===== config.mk =====
export PLATFORM = sky130hd
export DESIGN_NAME = instr_sequencer_flat
export DESIGN_NICKNAME = d
export VERILOG_FILES = /design/src/rtl/instr_sequencer_if.sv /design/src/rtl/instr_sequencer.sv /design/src/flat_wrapper.sv
export SDC_FILE = /design/constraint.sdc
export NUM_CORES = 1
export LEC_CHECK = 0
export CAP_MARGIN = 0
export CORE_ASPECT_RATIO = 1.2
export CORE_MARGIN = 2
export CORE_UTILIZATION = 50
export DETAILED_ROUTE_END_ITERATION = 16
export DONT_BUFFER_PORTS = 1
export GPL_ROUTABILITY_DRIVEN = 1
export PLACE_DENSITY_LB_ADDON = 0.12
export SYNTH_ARGS = -nofsm -noshare
export SYNTH_HDL_FRONTEND = slang
export SYNTH_SLANG_ARGS = --single-unit

===== constraint.sdc =====
create_clock -name clk_50MHz -period 3.19 [get_ports clk_50MHz]
set_input_delay 0.638 -clock clk_50MHz [delete_from_list [all_inputs] [get_ports clk_50MHz]]
set_output_delay 0.638 -clock clk_50MHz [all_outputs]
set_load 0.05 [all_outputs]

===== src/rtl/instr_sequencer_if.sv =====
// Host/processor-side bus of the instruction sequencer.
// master = host side that drives loads, control and proc_done.
// slave  = the sequencer itself.
interface instr_sequencer_if;
    logic        load_en;
    logic [3:0]  load_addr;
    logic [15:0] load_data;
    logic [4:0]  prog_len;
    logic        start;
    logic        abort;
    logic        proc_done;
    logic        proc_run;
    logic [15:0] proc_din;
    logic        busy;
    logic        finished;
    logic        error;
    logic [3:0]  pc;

    modport master (
        output load_en, load_addr, load_data, prog_len, start, abort, proc_done,
        input  proc_run, proc_din, busy, finished, error, pc
    );

    modport slave (
        input  load_en, load_addr, load_data, prog_len, start, abort, proc_done,
        output proc_run, proc_din, busy, finished, error, pc
    );
endinterface


===== src/rtl/instr_sequencer.sv =====
// Instruction sequencer: steps a 16-entry program store into a processor,
// one instruction per proc_run / proc_done handshake, with a per-entry timeout.
// Latency: next proc_run one cycle after proc_done; all outputs registered.
module instr_sequencer #(
    parameter int unsigned TIMEOUT = 255
) (
    input  logic              clk_50MHz,
    input  logic              reset,
    instr_sequencer_if.slave  bus
);

    typedef enum logic [1:0] {
        S_IDLE  = 2'd0,
        S_ISSUE = 2'd1,
        S_WAIT  = 2'd2
    } state_t;

    // Counter value in the WAIT cycle where the count reaches TIMEOUT.
    localparam logic [7:0] TIMEOUT_LAST = 8'(TIMEOUT - 1);

    state_t      state_q, state_d;
    logic [3:0]  pc_q, pc_d;
    logic [4:0]  len_q, len_d;
    logic [7:0]  cnt_q, cnt_d;
    logic        proc_run_q, proc_run_d;
    logic [15:0] proc_din_q, proc_din_d;
    logic        busy_q, busy_d;
    logic        finished_q, finished_d;
    logic        error_q, error_d;

    // Program store has no reset so a program survives a reset pulse.
    logic [15:0] prog_q [16];

    logic store_we;
    logic last_entry;
    logic timeout_hit;

    assign store_we    = bus.load_en && (state_q == S_IDLE) && !reset;
    assign last_entry  = ({1'b0, pc_q} == (len_q - 5'd1));
    assign timeout_hit = (cnt_q == TIMEOUT_LAST);

    // Program store write port, only open while idle.
    always_ff @(posedge clk_50MHz) begin
        if (store_we) begin
            prog_q[bus.load_addr] <= bus.load_data;
        end
    end

    // Next-state and registered-output computation.
    always_comb begin
        state_d    = state_q;
        pc_d       = pc_q;
        len_d      = len_q;
        cnt_d      = cnt_q;
        error_d    = error_q;
        finished_d = 1'b0;

        case (state_q)
            S_IDLE: begin
                // start beats abort here; abort has nothing to cancel
                if (bus.start) begin
                    len_d   = bus.prog_len;
                    pc_d    = 4'd0;
                    cnt_d   = 8'd0;
                    error_d = 1'b0;
                    if (bus.prog_len == 5'd0) begin
                        finished_d = 1'b1;
                    end else begin
                        state_d = S_ISSUE;
                    end
                end
            end
            S_ISSUE: begin
                cnt_d = 8'd0;
                if (bus.abort) begin
                    state_d = S_IDLE;
                end else begin
                    state_d = S_WAIT;
                end
            end
            S_WAIT: begin
                // priority: abort, then proc_done, then timeout
                if (bus.abort) begin
                    state_d = S_IDLE;
                end else if (bus.proc_done) begin
                    if (last_entry) begin
                        finished_d = 1'b1;
                        state_d    = S_IDLE;
                    end else begin
                        pc_d    = pc_q + 4'd1;
                        state_d = S_ISSUE;
                    end
                end else if (timeout_hit) begin
                    error_d = 1'b1;
                    state_d = S_IDLE;
                end else begin
                    cnt_d = cnt_q + 8'd1;
                end
            end
            default: begin
                state_d = S_IDLE;
            end
        endcase

        // Outputs are decoded from the next state so they are registered
        // yet aligned with the state they describe.
        proc_run_d = (state_d == S_ISSUE);
        busy_d     = (state_d != S_IDLE);
        proc_din_d = 16'h0000;
        if (state_d != S_IDLE) begin
            // bypass a same-cycle store write so the first issue sees it
            if (store_we && (bus.load_addr == pc_d)) begin
                proc_din_d = bus.load_data;
            end else begin
                proc_din_d = prog_q[pc_d];
            end
        end
    end

    // State and output registers with synchronous reset.
    always_ff @(posedge clk_50MHz) begin
        if (reset) begin
            state_q    <= S_IDLE;
            pc_q       <= 4'd0;
            len_q      <= 5'd0;
            cnt_q      <= 8'd0;
            proc_run_q <= 1'b0;
            proc_din_q <= 16'h0000;
            busy_q     <= 1'b0;
            finished_q <= 1'b0;
            error_q    <= 1'b0;
        end else begin
            state_q    <= state_d;
            pc_q       <= pc_d;
            len_q      <= len_d;
            cnt_q      <= cnt_d;
            proc_run_q <= proc_run_d;
            proc_din_q <= proc_din_d;
            busy_q     <= busy_d;
            finished_q <= finished_d;
            error_q    <= error_d;
        end
    end

    assign bus.proc_run = proc_run_q;
    assign bus.proc_din = proc_din_q;
    assign bus.busy     = busy_q;
    assign bus.finished = finished_q;
    assign bus.error    = error_q;
    assign bus.pc       = pc_q;

endmodule


===== src/flat_wrapper.sv =====
// flat-port wrapper written by rule: the top's interface ports become plain ports
module instr_sequencer_flat 
#(
    parameter int unsigned TIMEOUT = 255
)
  (clk_50MHz, reset, bus_load_en, bus_load_addr, bus_load_data, bus_prog_len, bus_start, bus_abort, bus_proc_done, bus_proc_run, bus_proc_din, bus_busy, bus_finished, bus_error, bus_pc);
  instr_sequencer_if bus_i ();
  input  logic clk_50MHz;
  input  logic reset;
  input wire logic [$bits(bus_i.load_en)-1:0] bus_load_en;
  input wire logic [$bits(bus_i.load_addr)-1:0] bus_load_addr;
  input wire logic [$bits(bus_i.load_data)-1:0] bus_load_data;
  input wire logic [$bits(bus_i.prog_len)-1:0] bus_prog_len;
  input wire logic [$bits(bus_i.start)-1:0] bus_start;
  input wire logic [$bits(bus_i.abort)-1:0] bus_abort;
  input wire logic [$bits(bus_i.proc_done)-1:0] bus_proc_done;
  output wire logic [$bits(bus_i.proc_run)-1:0] bus_proc_run;
  output wire logic [$bits(bus_i.proc_din)-1:0] bus_proc_din;
  output wire logic [$bits(bus_i.busy)-1:0] bus_busy;
  output wire logic [$bits(bus_i.finished)-1:0] bus_finished;
  output wire logic [$bits(bus_i.error)-1:0] bus_error;
  output wire logic [$bits(bus_i.pc)-1:0] bus_pc;
  assign bus_i.load_en = bus_load_en;
  assign bus_i.load_addr = bus_load_addr;
  assign bus_i.load_data = bus_load_data;
  assign bus_i.prog_len = bus_prog_len;
  assign bus_i.start = bus_start;
  assign bus_i.abort = bus_abort;
  assign bus_i.proc_done = bus_proc_done;
  assign bus_proc_run = bus_i.proc_run;
  assign bus_proc_din = bus_i.proc_din;
  assign bus_busy = bus_i.busy;
  assign bus_finished = bus_i.finished;
  assign bus_error = bus_i.error;
  assign bus_pc = bus_i.pc;
  instr_sequencer #(.TIMEOUT(TIMEOUT)) u_core (.clk_50MHz(clk_50MHz), .reset(reset), .bus(bus_i));
endmodule

# Yosys cells after proc, flatten, opt, wreduce, memory -nomap -nowiden
# Memories as Yosys holds them, arrays and structs flattened. A register that Yosys moved wholly into a read port is not among the register bits.
# Index checks and enable logic that the tools add are counted.
[word_totals] regBits=23 mem_bits_rw=256 inputBits=31 output_inout_bits=24 elab_cells=66 mem_count=1
[memory_table] name="u_core.prog_q" words=16 word_bits=16 read_ports=1 rd_clocked_by_memory_dff=1 write_ports=1 line="instr_sequencer.sv:32" text="logic [15:0] prog_q [16];"
[classes] n_addsub=3 n_eq_ne=10 mux=31 n_bitwise=1 reduce_logical=12
[ops] op="two-way mux 8 bit" n=4
[ops] op="case mux 8 bit (3 select lines)" n=1
[ops] op="two-way mux 4 bit" n=4
[ops] op="two-way mux 1 bit" n=12
[ops] op="two-way mux 2 bit" n=6
[ops] op="AND reduction 5 bit" n=2
[ops] op="adder 8 x 1 -> 8 bit (second input constant)" n=1
[ops] op="== test 8 bit (second input constant)" n=1
[ops] op="!= test 2 bit (second input constant)" n=4
[ops] op="case mux 4 bit (2 select lines)" n=1
[ops] op="case mux 2 bit (3 select lines)" n=1
[ops] op="== test 4 x 5 -> 1 bit" n=1
[ops] op="logical NOT 5 bit" n=1
[ops] op="subtractor 5 x 1 -> 5 bit (second input constant)" n=1
[ops] op="adder 4 x 1 -> 4 bit (second input constant)" n=1
[ops] op="== test 2 x 1 -> 1 bit (second input constant)" n=2
[ops] op="case mux 1 bit (2 select lines)" n=2
[ops] op="nonzero test 2 bit" n=2
[ops] op="nonzero test 3 bit" n=1
[ops] op="== test 2 bit (second input constant)" n=1
[ops] op="logical AND 1 bit" n=2
[ops] op="logical NOT 2 bit" n=1
[ops] op="!= test 2 x 1 -> 1 bit (second input constant)" n=1
[ops] op="AND reduction 2 bit" n=1
[ops] op="other kinds (3)" n=3

# Depth between registers and ports, before layout
[depth] depth_word=9 ltp_mapped=15

# Least setup slack after synthesis
# Ideal clock, no wire load.
[synth_timing] kind="register -> register" from="reg u_core.pc_q[2], in the netlist u_core.bus.pc[2]" to="reg u_core.proc_din_q[3], in the netlist u_core.bus.proc_din[3] (read register of u_core.prog_q)" setup_time_ns=0.117 arrival_ns=3.105 t_required_ns=3.073 path_slack_ns=-0.032 stages_incl_launch_ff=14 path_buffers=4 synth_period_minus_slack_ns=3.222 path_cell_list="dfxtp_1 buf_2 nand3_1 a221oi_2 o2111a_1 buf_6 o211a_1 buf_6 buf_6 mux2_1 mux2_2 o221ai_1 nand3_1 o22a_1"
[synth_via] elab_chain_len=8 elab_cells_between_ends=14
[synth_lines] item="start, declared" line="instr_sequencer.sv:22" text="logic [3:0] pc_q, pc_d;"
[synth_lines] item="start signal, assigned" line="instr_sequencer.sv:134" text="pc_q <= pc_d;"
[synth_lines] item="== test 4 x 5 -> 1 bit" line="instr_sequencer.sv:39" text="assign last_entry = ({1'b0, pc_q} == (len_q - 5'd1));"
[synth_lines] item="two-way mux 1 bit" line="instr_sequencer.sv:86" text="if (last_entry) begin"
[synth_lines] item="two-way mux 2 bit" line="instr_sequencer.sv:85" text="end else if (bus.proc_done) begin"
[synth_lines] item="two-way mux 2 bit" line="instr_sequencer.sv:83" text="if (bus.abort) begin"
[synth_lines] item="case mux 2 bit (3 select lines)" line="instr_sequencer.sv:58" text="case (state_q)"
[synth_lines] item="nonzero test 2 bit" line="instr_sequencer.sv:110" text="if (state_d != S_IDLE) begin"
[synth_lines] item="NOT 1 bit (no source line)"
[synth_lines] item="OR reduction 2 bit (no source line)"
[synth_lines] item="end, declared" line="instr_sequencer.sv:26" text="logic [15:0] proc_din_q, proc_din_d;"
# Parallel ways exist; a longest one is shown, timed or not.
# A chain may end at the register's enable or synchronous reset.

# Worst setup path in the final report
[layout_timing] from="reg u_core.len_q[0]" to="reg u_core.proc_din_q[14], in the netlist u_core.bus.proc_din[14] (read register of u_core.prog_q)"
[layout_via] elab_chain_len=9 elab_cells_between_ends=13
[layout_lines] item="start, declared" line="instr_sequencer.sv:23" text="logic [4:0] len_q, len_d;"
[layout_lines] item="start signal, assigned" line="instr_sequencer.sv:135" text="len_q <= len_d;"
[layout_lines] item="subtractor 5 x 1 -> 5 bit *" line="instr_sequencer.sv:39"
[layout_lines] item="== test 4 x 5 -> 1 bit *" line="instr_sequencer.sv:39"
[layout_lines] item="two-way mux 1 bit" line="instr_sequencer.sv:86"
[layout_lines] item="two-way mux 2 bit" line="instr_sequencer.sv:85"
[layout_lines] item="two-way mux 2 bit" line="instr_sequencer.sv:83"
[layout_lines] item="case mux 2 bit (3 select lines)" line="instr_sequencer.sv:58"
[layout_lines] item="nonzero test 2 bit" line="instr_sequencer.sv:110"
[layout_lines] item="NOT 1 bit (no source line)"
[layout_lines] item="OR reduction 2 bit (no source line)"
# Mark *: on every way between the ends. The rest lies on a longest branch, timed or not.

==> run metrics <==
outcome complete, no violations; leading register cell type out of synthesis sky130_fd_sc_hd__edfxtp_1; cells after synthesis 920; worst-margin pin slew 0.631 ns; Total Wirelength 31500 µm; fraction of power consumed by combinational cells 2.4%; area inside the core boundary 24500 µm²; H-tree level count 1; number of distinct library cells after synthesis 56; worst-skew pair later-pin latency 0.55 ns; All-Layer GR Usage 23.6%; standard cell area after detailed placement 13200 µm²; Internal Power 0.00625 W; Seq cells post-synth 295; minimum setup slack in the final design 0.124 ns; total non-filler cell area in the finished layout 14500 µm²; average vias per placed instance 6.04; largest net degree at the start of global routing 58; average detailed-routed wire length per instance 23.7 µm; Synth async-reset ratio 0%; sequential fraction of the synthesis area 68.4%; part of the total power dissipated in the clock network 42.5%; clk_skew 0.0100 ns; power density relative to cell area 539 nW/µm²; Slew Limit Headroom 57.9%; total nets after synthesis 955; initial cell density of the core 50.5%; source of the critical timing path u_core.len_q[0]; ANT nets after route 0; number of I/O pins 55; critical setup path kind reg -> reg; Post-synth EDFFs 256; number of nets in the layout 1015; sum of net half-perimeters after detailed placement 18500 µm; static power due to leakage 4.96 nW; mean cell area of the mapped netlist 13.5 µm²; CP endpoint u_core.bus.proc_din[14]; overall power after layout 0.00780 W; DRC errors left 0; Port-buffer cells 0; initial antenna violation count 0; total count of hold-check failures in the final report 0; area overhead of the layout relative to synthesis 16.8%; clk sinks 295; diode count 0; IR drop worst, VDD 472 µV; Reg power frac 55.0%; Final Core Density 59.0%; die area 26100 µm²; most frequent standard cell in the layout excluding fill and tap cells sky130_fd_sc_hd__edfxtp_1; master cell of the clock root buffer sky130_fd_sc_hd__clkbuf_16; fraction of layout instances using a drive strength above 1 20.7%; wire length of the first global-routing pass 46300 µm; final weighted congestion of routability-driven global placement 0.818; Die Y 176 µm; switching part of the total 19.9%; end of the worst register-to-register path u_core.bus.proc_din[14]; DR vias 8027; adder-cell share of the synthesized area 0.404%; portion of netlist area occupied by mux cells 8.12%; clock transition at the registers of the reported paths 0.06 ns; Die Wd 148 µm; data arrival time of the critical path 3.56 ns; Final setup violation count 0; floorplan row count 63; period utilisation layout 96.1%; Worst setup SP type flip-flop; fraction of the mapped netlist area in compound gates 7.78%; TritonCTS Buffers 30; Post-Synth XOR/XNOR Area 0.919%; top fanout value on the critical path 12; iteration-0 DRC count of the detailed router 555; crit end category flip-flop; number of cell instances on the worst register-to-register path 11; DP Worst Slack 0.0191 ns; Pre-antenna DRT Iters 5; GRT Residual Overflow 0; clock period minus final worst setup slack 3.07 ns; worst min path class in -> reg; required time of the critical path 3.69 ns; largest family of logic cells by synthesized area simple AND/OR/NAND/NOR gates; CTS tree done; CTS max path bufs 3; r2r startpoint u_core.len_q[0]; number of warnings reported in the yosys synthesis log 0; commonest cells after routing, fill and taps aside sky130_fd_sc_hd__edfxtp_1 (256), sky130_fd_sc_hd__nand2_1 (147), sky130_fd_sc_hd__buf_4 (67); final number of max-transition violations 0; Max Cap Viol 0; netlist area before placement 12400 µm²; worst setup slack for register-to-register paths 0.12 ns; number of global-route vias before repair 7830; final setup TNS 0 ns; switching power 0.00155 W; simple logic cell fraction of the synthesized area 11.7%; Fmax achieved 326 MHz
[worst min-delay path by stage]
stage | from | end | slack (ns) | cells after the start
floorplan | u_core.cnt_q[7] | u_core.cnt_q[7] | 0.46 | 2
global placement | u_core.state_q[0] | u_core.bus.finished | 0.45 | 1
detailed placement | u_core.state_q[0] | u_core.bus.finished | 0.47 | 1
CTS | reset | u_core.bus.pc[2] | 0.13 | 1
global route | reset | u_core.len_q[1] | 0.13 | 1
finish | reset | u_core.cnt_q[0] | 0.15 | 1
[cell families (layout without fill, tap and decap cells)]
group                    count (synthesis)  count (layout)
multiplexers                            89              89
adder cells (fa/ha/maj)                  4               4
AND/OR/NAND/NOR                        318             318
AO/OA/AOI/OAI                          134             134
XOR/XNOR                                13              13
buffers and inverters                   67             151
flip-flops                             295             295
[timing repair]
item / in CTS / in global routing
endpoints found under the setup margin: 2 / 16
hold buffers: 0 / 0
buffers inserted: 0 / 15
gates resized for setup: 0 / 18
gates cloned: 1 / 2
pin swaps: 1 / 9
[registers in the layout, summed over array words and instances (netlist names)]
register	count
u_core.prog_q	256
u_core.bus.proc_din	16
u_core.cnt_q	8
u_core.len_q	5
u_core.bus.pc	4
u_core.state_q	2
u_core.bus.busy	1
u_core.bus.error	1
u_core.bus.finished	1
u_core.bus.proc_run	1
[synth_stat cells (all sizes together), types with 2 or more instances]
cell,instances,area [µm²]
or2,2,12.5
a31oi,6,37.5
o2111ai,2,23.8
o221ai,24,229
edfxtp,256,7690
nor3,21,105
inv,9,33.8
and2,3,18.8
dfxtp,39,781
buf,34,211
mux4,4,90.1
a21oi,56,280
xor2,7,61.3
o211ai,4,40.0
nor2,43,161
nand4,3,18.8
o211a,2,20.0
and3,3,18.8
nand2,147,552
o21ai,10,50.1
xnor2,6,52.6
mux2i,48,480
o22a,12,105
nor4,37,231
clkbuf,24,90.1
or3,4,25.0
a31o,5,43.8
a22oi,2,15.0
ha,4,50.1
nand3,40,200
nor2b,3,18.8
nand2b,6,37.5
a221oi,5,67.6
mux2,37,435
[worst max-delay path, cell delays in order, from the launching register on]
cell and delay (ns):
sky130_fd_sc_hd__dfxtp_2 0.32, sky130_fd_sc_hd__buf_4 0.14, sky130_fd_sc_hd__nor3_1 0.25, sky130_fd_sc_hd__xnor2_1 0.18, sky130_fd_sc_hd__o2111a_2 0.23, sky130_fd_sc_hd__buf_4 0.15
sky130_fd_sc_hd__o31ai_1 0.35, sky130_fd_sc_hd__a21oi_1 0.15, sky130_fd_sc_hd__buf_4 0.18, sky130_fd_sc_hd__or2_2 0.47, sky130_fd_sc_hd__nor4_1 0.39, sky130_fd_sc_hd__o22a_1 0.20
[area by class of cell]
cell class,instances,area (µm²)
clock buffers,49,913
clock inverters,7,35.0
multi-input cells,558,3730
repair buffers,86,875
fillers,1908,10000
flip-flops and latches,295,8470
inverters,9,33.8
well taps,325,407
[routing by layer]
| metal | part of all wire [%] | GRT usage, % | up-vias |
|---|---|---|---|
| li1 | - | - | 3605 |
| met1 | 40 | 31.4 | 4001 |
| met2 | 48 | 38.9 | 342 |
| met3 | 8.4 | 4.78 | 79 |
| met4 | 3.6 | 8.17 | 0 |
| met5 | 0 | 0 | - |
[power by group through the flow]
stage | Sequential, W | Combinational (W) | Clock (W)
2_1_floorplan | 0.00437 | 0.000121 | 0
3_3_place_gp | 0.00438 | 0.000172 | 0
3_5_place_dp | 0.00437 | 0.000175 | 0
4_1_cts | 0.00429 | 0.000177 | 0.00337
5_1_grt | 0.00430 | 0.000203 | 0.00352
6_report | 0.00429 | 0.000189 | 0.00332
[stage by stage]
| stage | cells | hold WS (ns) |
|---|---|---|
| 2_1_floorplan | 920 | 0.458 |
| 3_3_place_gp | 1255 | 0.446 |
| 3_5_place_dp | 1255 | 0.467 |
| 4_1_cts | 1312 | 0.130 |
| 5_1_grt | 1329 | 0.127 |
| 6_report | 1329 | 0.147 |
Note: power is estimated with default switching activity, not from simulation.
==> edit 1: new RTL, same flow settings <==
Encoding of `state_t`: now one-hot (3 bits for 3 states).
--- a/src/rtl/instr_sequencer.sv
+++ b/src/rtl/instr_sequencer.sv
@@ -9,10 +9,10 @@
     instr_sequencer_if.slave  bus
 );
 
-    typedef enum logic [1:0] {
-        S_IDLE  = 2'd0,
-        S_ISSUE = 2'd1,
-        S_WAIT  = 2'd2
+    typedef enum logic [2:0] {
+        S_IDLE  = 3'b001,
+        S_ISSUE = 3'b010,
+        S_WAIT  = 3'b100
     } state_t;
 
     // Counter value in the WAIT cycle where the count reaches TIMEOUT.
Check against the original RTL: no difference found for any inputs over 4 cycles, from zero or initial values and one cycle with reset high; so few cycles prove little.
==> edit 1 against the original RTL <==
Total power grew 2.2%; cell count shrank 9.0%; clock skew shrank 0.0012 ns; synthesized area shrank 4.1%; sequential cell count grew 1; routed wire length shrank 3.4%; setup slack lost 0.038 ns; design area grew 0.78%; non-clock buffer count grew 30.
==> edit 1: results (changes against the original RTL) <==
The path with the worst hold slack has its endpoint at u_core.bus.pc[2]$_SDFF_PP0_. The via density per instance came out at 5.91 (-2.2%). Grouping stages by cell kind, the critical path spends the most delay in compound AO/OA/AOI/OAI gates. The met1 usage in global routing is 32.0% (+0.56 points). The number of buffers added for setup after CTS is 3 (+3). The register-to-register setup slack came to 0.09 ns (-0.04 ns). The headroom to the max-slew limit came out at 55.4% (-2.5 points). The number of nets at the end of the flow came out at 905 (-11%).

The switching power is 0.00157 W (+1.5%). The cell sitting at the root of the clock tree is a sky130_fd_sc_hd__clkbuf_16. The largest voltage drop on the vdd net came out at 0.467 mV (-0.93%). The HPWL after detailed placement was 19000 um (+2.9%). In this run the critical register-to-register path is captured at u_core.bus.proc_din[2]$_SDFF_PP0_. The commonest cells after synthesis are sky130_fd_sc_hd__edfxtp_1, sky130_fd_sc_hd__mux2i_1, sky130_fd_sc_hd__dfxtp_1. The met3 track demand over resource in global routing was 4.74% (-0.045 points). The largest clock skew in the final design is 0.00885 ns (-0.00119 ns).

The met2 global-route usage came to 40.0% (+1.1 points). The iteration-0 DRC count of the detailed router came to 523 (-5.8%). The routed wirelength normalized by instance count came out at 25.1 um (+6.2%). The cell type of the slowest stage on the worst timing path is sky130_fd_sc_hd__a2111o_1. The post-placement setup slack is -0.340 ns (-0.359 ns). In this run the critical register-to-register path is launched from u_core.len_q[1]$_SDFFE_PP0P_. The delay of the slowest critical-path stage is 0.45 ns (-0.02 ns).

The post-cts repair resize count came out at 22 (+22). The instance area at placement came out at 13100 sq um (-0.93%). The sequential fraction of the synthesis area came to 71.4% (+3.1 points). The first-pass iteration count of the detailed router is 4 (-1). The leakage power figure is 4.71 nW (-5.0%).

The global-route wire length before repair is 43800 um (-5.5%). The sum of routed wire length over all layers is 30400 um (-3.4%). The total count of max-transition violations in the final report was 0 (unchanged). The critical path arrival came out at 3.51 ns (-0.05 ns). The distinct cell type count after synthesis is 58 (+3.6%). The global-route usage over all layers is 24.0% (+0.39 points). The proportion of layout cells with a drive suffix above 1 came out at 28.1% (+7.4 points). The biggest fanout along the worst timing path came out at 8 (-4). The count of mapped cells out of synthesis came out at 758 (-18%). The run finished with clean final reports. The number of nets in the synthesized netlist is 793 (-17%). The number of filler cells placed in the layout came to 1721 (-9.8%). The last weighted congestion value of the routability-driven placer came to 0.835 (+2.1%). The placed cell count is 1134 (-9.6%). The number of global-route vias before repair came out at 7074 (-9.7%). The number of cells on the worst reg-to-reg path is 13 (+2). Sorting the synthesized cells by area gives the leading types as sky130_fd_sc_hd__edfxtp_1, sky130_fd_sc_hd__mux2i_1, sky130_fd_sc_hd__dfxtp_1.
==> edit 1: changes by cell type after synthesis, moves of 20 or more <==
cell,delta
sky130_fd_sc_hd__nand2_1,-122
sky130_fd_sc_hd__mux2i_1,+51
sky130_fd_sc_hd__nand3_1,-31
sky130_fd_sc_hd__o2bb2ai_1,+30
sky130_fd_sc_hd__o22ai_1,+29
sky130_fd_sc_hd__a21oi_1,-27
sky130_fd_sc_hd__o221ai_1,-21
sky130_fd_sc_hd__nor4_1,-20
==> edit 1: metal layers <==
layer  vias up  wire length [um]
met5         -                 0
li1       3219                 -
met3        60              2010
met1      3628             12400
met4         0               800
met2       235             15200
==> edit 1: how the worst max path moves through the flow <==
stage | startpoint | end | slack, ns | depth (start not counted)
6_report | u_core.len_q[1]$_SDFFE_PP0P_ | u_core.bus.proc_din[2]$_SDFF_PP0_ | 0.09 | 13
5_1_grt | u_core.len_q[1]$_SDFFE_PP0P_ | u_core.bus.proc_din[13]$_SDFF_PP0_ | -0.04 | 13
4_1_cts | u_core.len_q[0]$_SDFFE_PP0P_ | u_core.bus.proc_din[13]$_SDFF_PP0_ | 0.02 | 13
3_5_place_dp | u_core.len_q[0]$_SDFFE_PP0P_ | u_core.bus.proc_din[4]$_SDFF_PP0_ | -0.34 | 13
3_3_place_gp | u_core.len_q[1]$_SDFFE_PP0P_ | u_core.bus.proc_din[4]$_SDFF_PP0_ | -0.26 | 13
2_1_floorplan | u_core.len_q[0]$_SDFFE_PP0P_ | u_core.bus.proc_din[11]$_SDFF_PP0_ | 0.05 | 13
==> edit 1: kinds of logic (layout without fill, tap and decap cells) <==
family | after synthesis | count (layout) | share of synthesized area, %
DFF | 296 | 296 | 71.4
and+or+nand+nor | 137 | 138 | 6.20
AOI/OAI and AO/OA | 136 | 136 | 7.77
muxes | 129 | 129 | 11.2
buffers and inverters | 42 | 177 | 1.97
xor gates and xnor gates | 14 | 14 | 1.03
adders and majority gates | 4 | 4 | 0.421
==> edit 1: final cells by class <==
class / count / area (sq um) / area share, %
Multi-Input combinational cell: 421 / 3470 / 23.8
Clock inverter: 6 / 55.1 / 0.378
Tap cell: 315 / 394 / 2.70
Timing Repair Buffer: 116 / 1210 / 8.31
Clock buffer: 50 / 937 / 6.43
Inverter: 5 / 18.8 / 0.129
Sequential cell: 296 / 8490 / 58.2
==> edit 1: stage by stage <==
step / util, % / power (W) / hold WS, ns
6_report: 62.6 / 0.00797 / 0.156
5_1_grt: 62.6 / 0.00822 / 0.128
4_1_cts: 61.1 / 0.00800 / 0.136
3_5_place_dp: 56.3 / 0.00459 / 0.463
3_3_place_gp: 56.3 / 0.00458 / 0.461
2_1_floorplan: - / 0.00451 / 0.449
==> edit 2: new RTL, same flow settings <==
Without the edit above. `TIMEOUT` is set to 255 in 2 places; all go to 127.
--- a/src/rtl/instr_sequencer.sv
+++ b/src/rtl/instr_sequencer.sv
@@ -2,7 +2,7 @@
 // one instruction per proc_run / proc_done handshake, with a per-entry timeout.
 // Latency: next proc_run one cycle after proc_done; all outputs registered.
 module instr_sequencer #(
-    parameter int unsigned TIMEOUT = 255
+    parameter int unsigned TIMEOUT = 127
 ) (
     input  logic              clk_50MHz,
     input  logic              reset,
--- a/src/flat_wrapper.sv
+++ b/src/flat_wrapper.sv
@@ -1,7 +1,7 @@
 // flat-port wrapper written by rule: the top's interface ports become plain ports
 module instr_sequencer_flat 
 #(
-    parameter int unsigned TIMEOUT = 255
+    parameter int unsigned TIMEOUT = 127
 )
   (clk_50MHz, reset, bus_load_en, bus_load_addr, bus_load_data, bus_prog_len, bus_start, bus_abort, bus_proc_done, bus_proc_run, bus_proc_din, bus_busy, bus_finished, bus_error, bus_pc);
   instr_sequencer_if bus_i ();
Behaviour: same outputs for any inputs over 4 cycles, from zero or initial values and one cycle with reset high; that may be too few to reach the edited logic, so the function may still have changed.
==> edit 2 against the original RTL <==
Setup slack lost 0.078 ns; routed wire length shrank 0.42%; synthesized area increased by 0.13%; utilization fell by 0.066 points; clock skew fell by 0.0017 ns; sequential cell count did not move; global-route usage down 0.21 points; cell count decreased by 0.23%; non-clock buffer count fell by 2; worst hold slack got worse by 0.0017 ns; design area down 0.11%; first-iteration DRC count is 11% higher; total power is 4.8% higher; critical path type unchanged; largest power group unchanged.
==> edit 2: results (changes against the original RTL) <==
The run finished with clean final reports. The number of nets in the synthesized netlist is 957 (+0.21%). The leakage power figure is 4.95 nW (-0.12%). For the worst-skew pair, the clock arrives at the later sink with an insertion delay of 0.56 ns.

The proportion of layout cells with a drive suffix above 1 is 20.1% (-0.64 points). The adder-cell share of the synthesized area came out at 0.404% (-0.00053 points). The mux cell area share after synthesis came to 8.08% (-0.041 points). The global-route wire length before repair came to 46300 um (-0.18%). The async set-reset flop share out of synthesis is 0% (unchanged). The via density per instance is 6.02 (-0.31%).

The HPWL after detailed placement is 18900 um (+2.1%). The number of filler cells placed in the layout came to 1901 (-0.37%). The clock input transition at the sequential cells of the worst setup and hold paths is 0.06 ns (about the same). The commonest cells after synthesis are sky130_fd_sc_hd__edfxtp_1, sky130_fd_sc_hd__nand2_1, sky130_fd_sc_hd__a21oi_1. The largest individual stage delay along the critical path comes from the cell sky130_fd_sc_hd__dfxtp_1.

The number of warnings printed during yosys synthesis came to 0 (unchanged). The number of global-route vias before repair came out at 7913 (+1.1%). The xor/xnor share of the synthesized area is 0.918% (-0.0012 points). The compound-cell area share of the yosys netlist is 7.73% (-0.051 points). The global-route usage over all layers came out at 23.4% (-0.21 points).

The class of the tightest hold or removal check is input pin to flop. The maximum level of the CTS H-tree is 1 (unchanged). The delay of the slowest critical-path stage is 0.34 ns (-0.13 ns).

The sequential fraction of the synthesis area is 68.3% (-0.090 points). More flip-flops sit in one register than any other, and that register is u_core.prog_q. The number of nets at the end of the flow is 1015 (unchanged). In the post-synthesis netlist, the biggest area contributors are sky130_fd_sc_hd__edfxtp_1, sky130_fd_sc_hd__dfxtp_1, sky130_fd_sc_hd__nand2_1. The antenna diode count is 0 (unchanged). The biggest fanout along the worst timing path is 8 (-4).

The number of buffers inserted by port buffering came out at 0 (unchanged). The first-pass iteration count of the detailed router is 5 (unchanged). The worst-margin pin slew is 0.647 ns (+0.0159 ns). The distinct cell type count after synthesis came out at 56 (unchanged). The initial antenna violation count is 0 (unchanged). The maximum buffer depth of the clock tree was 3 (unchanged). The largest clock skew in the final design came to 0.00830 ns (-0.00174 ns). The number of flip-flops in the largest register is 256 (unchanged). STA classifies the critical path endpoint as a flop. The total clock buffers created by CTS came out at 30 (unchanged). The pin count of the biggest net entering global routing came out at 65 (+12%). The routed wirelength normalized by instance count came out at 23.6 um (-0.19%). The number of enable-type register cells in the synthesized netlist came out at 256 (unchanged).

The post-placement setup slack came to -0.0344 ns (-0.0536 ns). The largest voltage drop on the vdd net was 0.454 mV (-3.7%). The last weighted congestion value of the routability-driven placer is 0.838 (+2.4%). CTS placed an instance of sky130_fd_sc_hd__clkbuf_16 at the clock tree root. The iteration-0 DRC count of the detailed router is 615 (+11%).
-- edit 2: cell types whose count changed after synthesis --
cell	unedited run	this run
sky130_fd_sc_hd__nand2_1	147	148
sky130_fd_sc_hd__nand2b_1	6	7
sky130_fd_sc_hd__o21ai_0	10	9
sky130_fd_sc_hd__mux2_1	9	7
sky130_fd_sc_hd__nor2_1	43	45
sky130_fd_sc_hd__buf_4	6	7
sky130_fd_sc_hd__nand3_1	40	39
sky130_fd_sc_hd__mux2_4	5	7
sky130_fd_sc_hd__nor3_1	21	22
sky130_fd_sc_hd__clkbuf_1	24	20
sky130_fd_sc_hd__buf_2	19	22
sky130_fd_sc_hd__mux2_2	23	22
-- edit 2: worst paths after layout --
check	startpoint	to	slack, ns	cells past startpoint
max	u_core.len_q[0]$_SDFFE_PP0P_	u_core.bus.proc_din[0]$_SDFF_PP0_	0.05	14
min reg2reg	u_core.cnt_q[7]$_SDFFE_PP0P_	u_core.cnt_q[7]$_SDFFE_PP0P_	0.49	2
min	reset	u_core.bus.pc[2]$_SDFF_PP0_	0.15	1
max reg2reg	u_core.len_q[0]$_SDFFE_PP0P_	u_core.bus.proc_din[0]$_SDFF_PP0_	0.05	14
-- edit 2: logic make-up after synthesis --
family,count (synthesis)
and+or+nand+nor,322
DFF,295
AOI/OAI and AO/OA,133
muxes,88
buffers and inverters,67
xor gates and xnor gates,13
adders and majority gates,4
-- edit 2: repair_timing --
action | CTS | global route
setup buffers | 3 | 7
gates resized for setup | 0 | 13
cloned | 0 | 2
pin swaps | 1 | 4
endpoints found under the hold margin | 0 | 0
setup endpoints to repair | 11 | 16
-- edit 2: where the power goes --
group,leakage (nW),internal [W],switching [W]
clock network,0.510,0.00229,0.00140
registers,2.62,0.00423,0.0000669
logic,1.82,0.0000775,0.000111
-- edit 2: layer usage --
layer / share of wire [%] / track usage, %
met1: 41 / 30.9
met4: 3.2 / 8.41
met5: 0 / 0
met3: 7.5 / 4.94
met2: 48 / 38.5
-- edit 2: per-stage QoR --
step / std cells / TNS, ns / cell area (sq um)
final: 1326 / 0 / 14500
after global routing: 1326 / -0.368 / 14500
after CTS: 1317 / -0.0649 / 14300
after detailed placement: 1261 / -0.169 / 13200
after global placement: 1261 / 0 / 13200
after floorplan: 922 / 0 / 12400
-- edit 2: area by class of cell --
class,instances,area share (%)
multi-input combinational,560,25.7
inverter,9,0.234
clock inverter,13,1.49
timing repair buffer,84,5.43
sequential,295,58.6
clock buffer,40,5.74
tap,325,2.81
-- edit 2: worst max-delay path, delay by kind of cell, from the launching register on --
kind	cells	cell delay (ns)
and+or+nand+nor	1	0.10
DFF	1	0.34
AOI/OAI and AO/OA	6	1.27
buffers and inverters	4	0.58
adders and majority gates	1	0.19
muxes	2	0.57
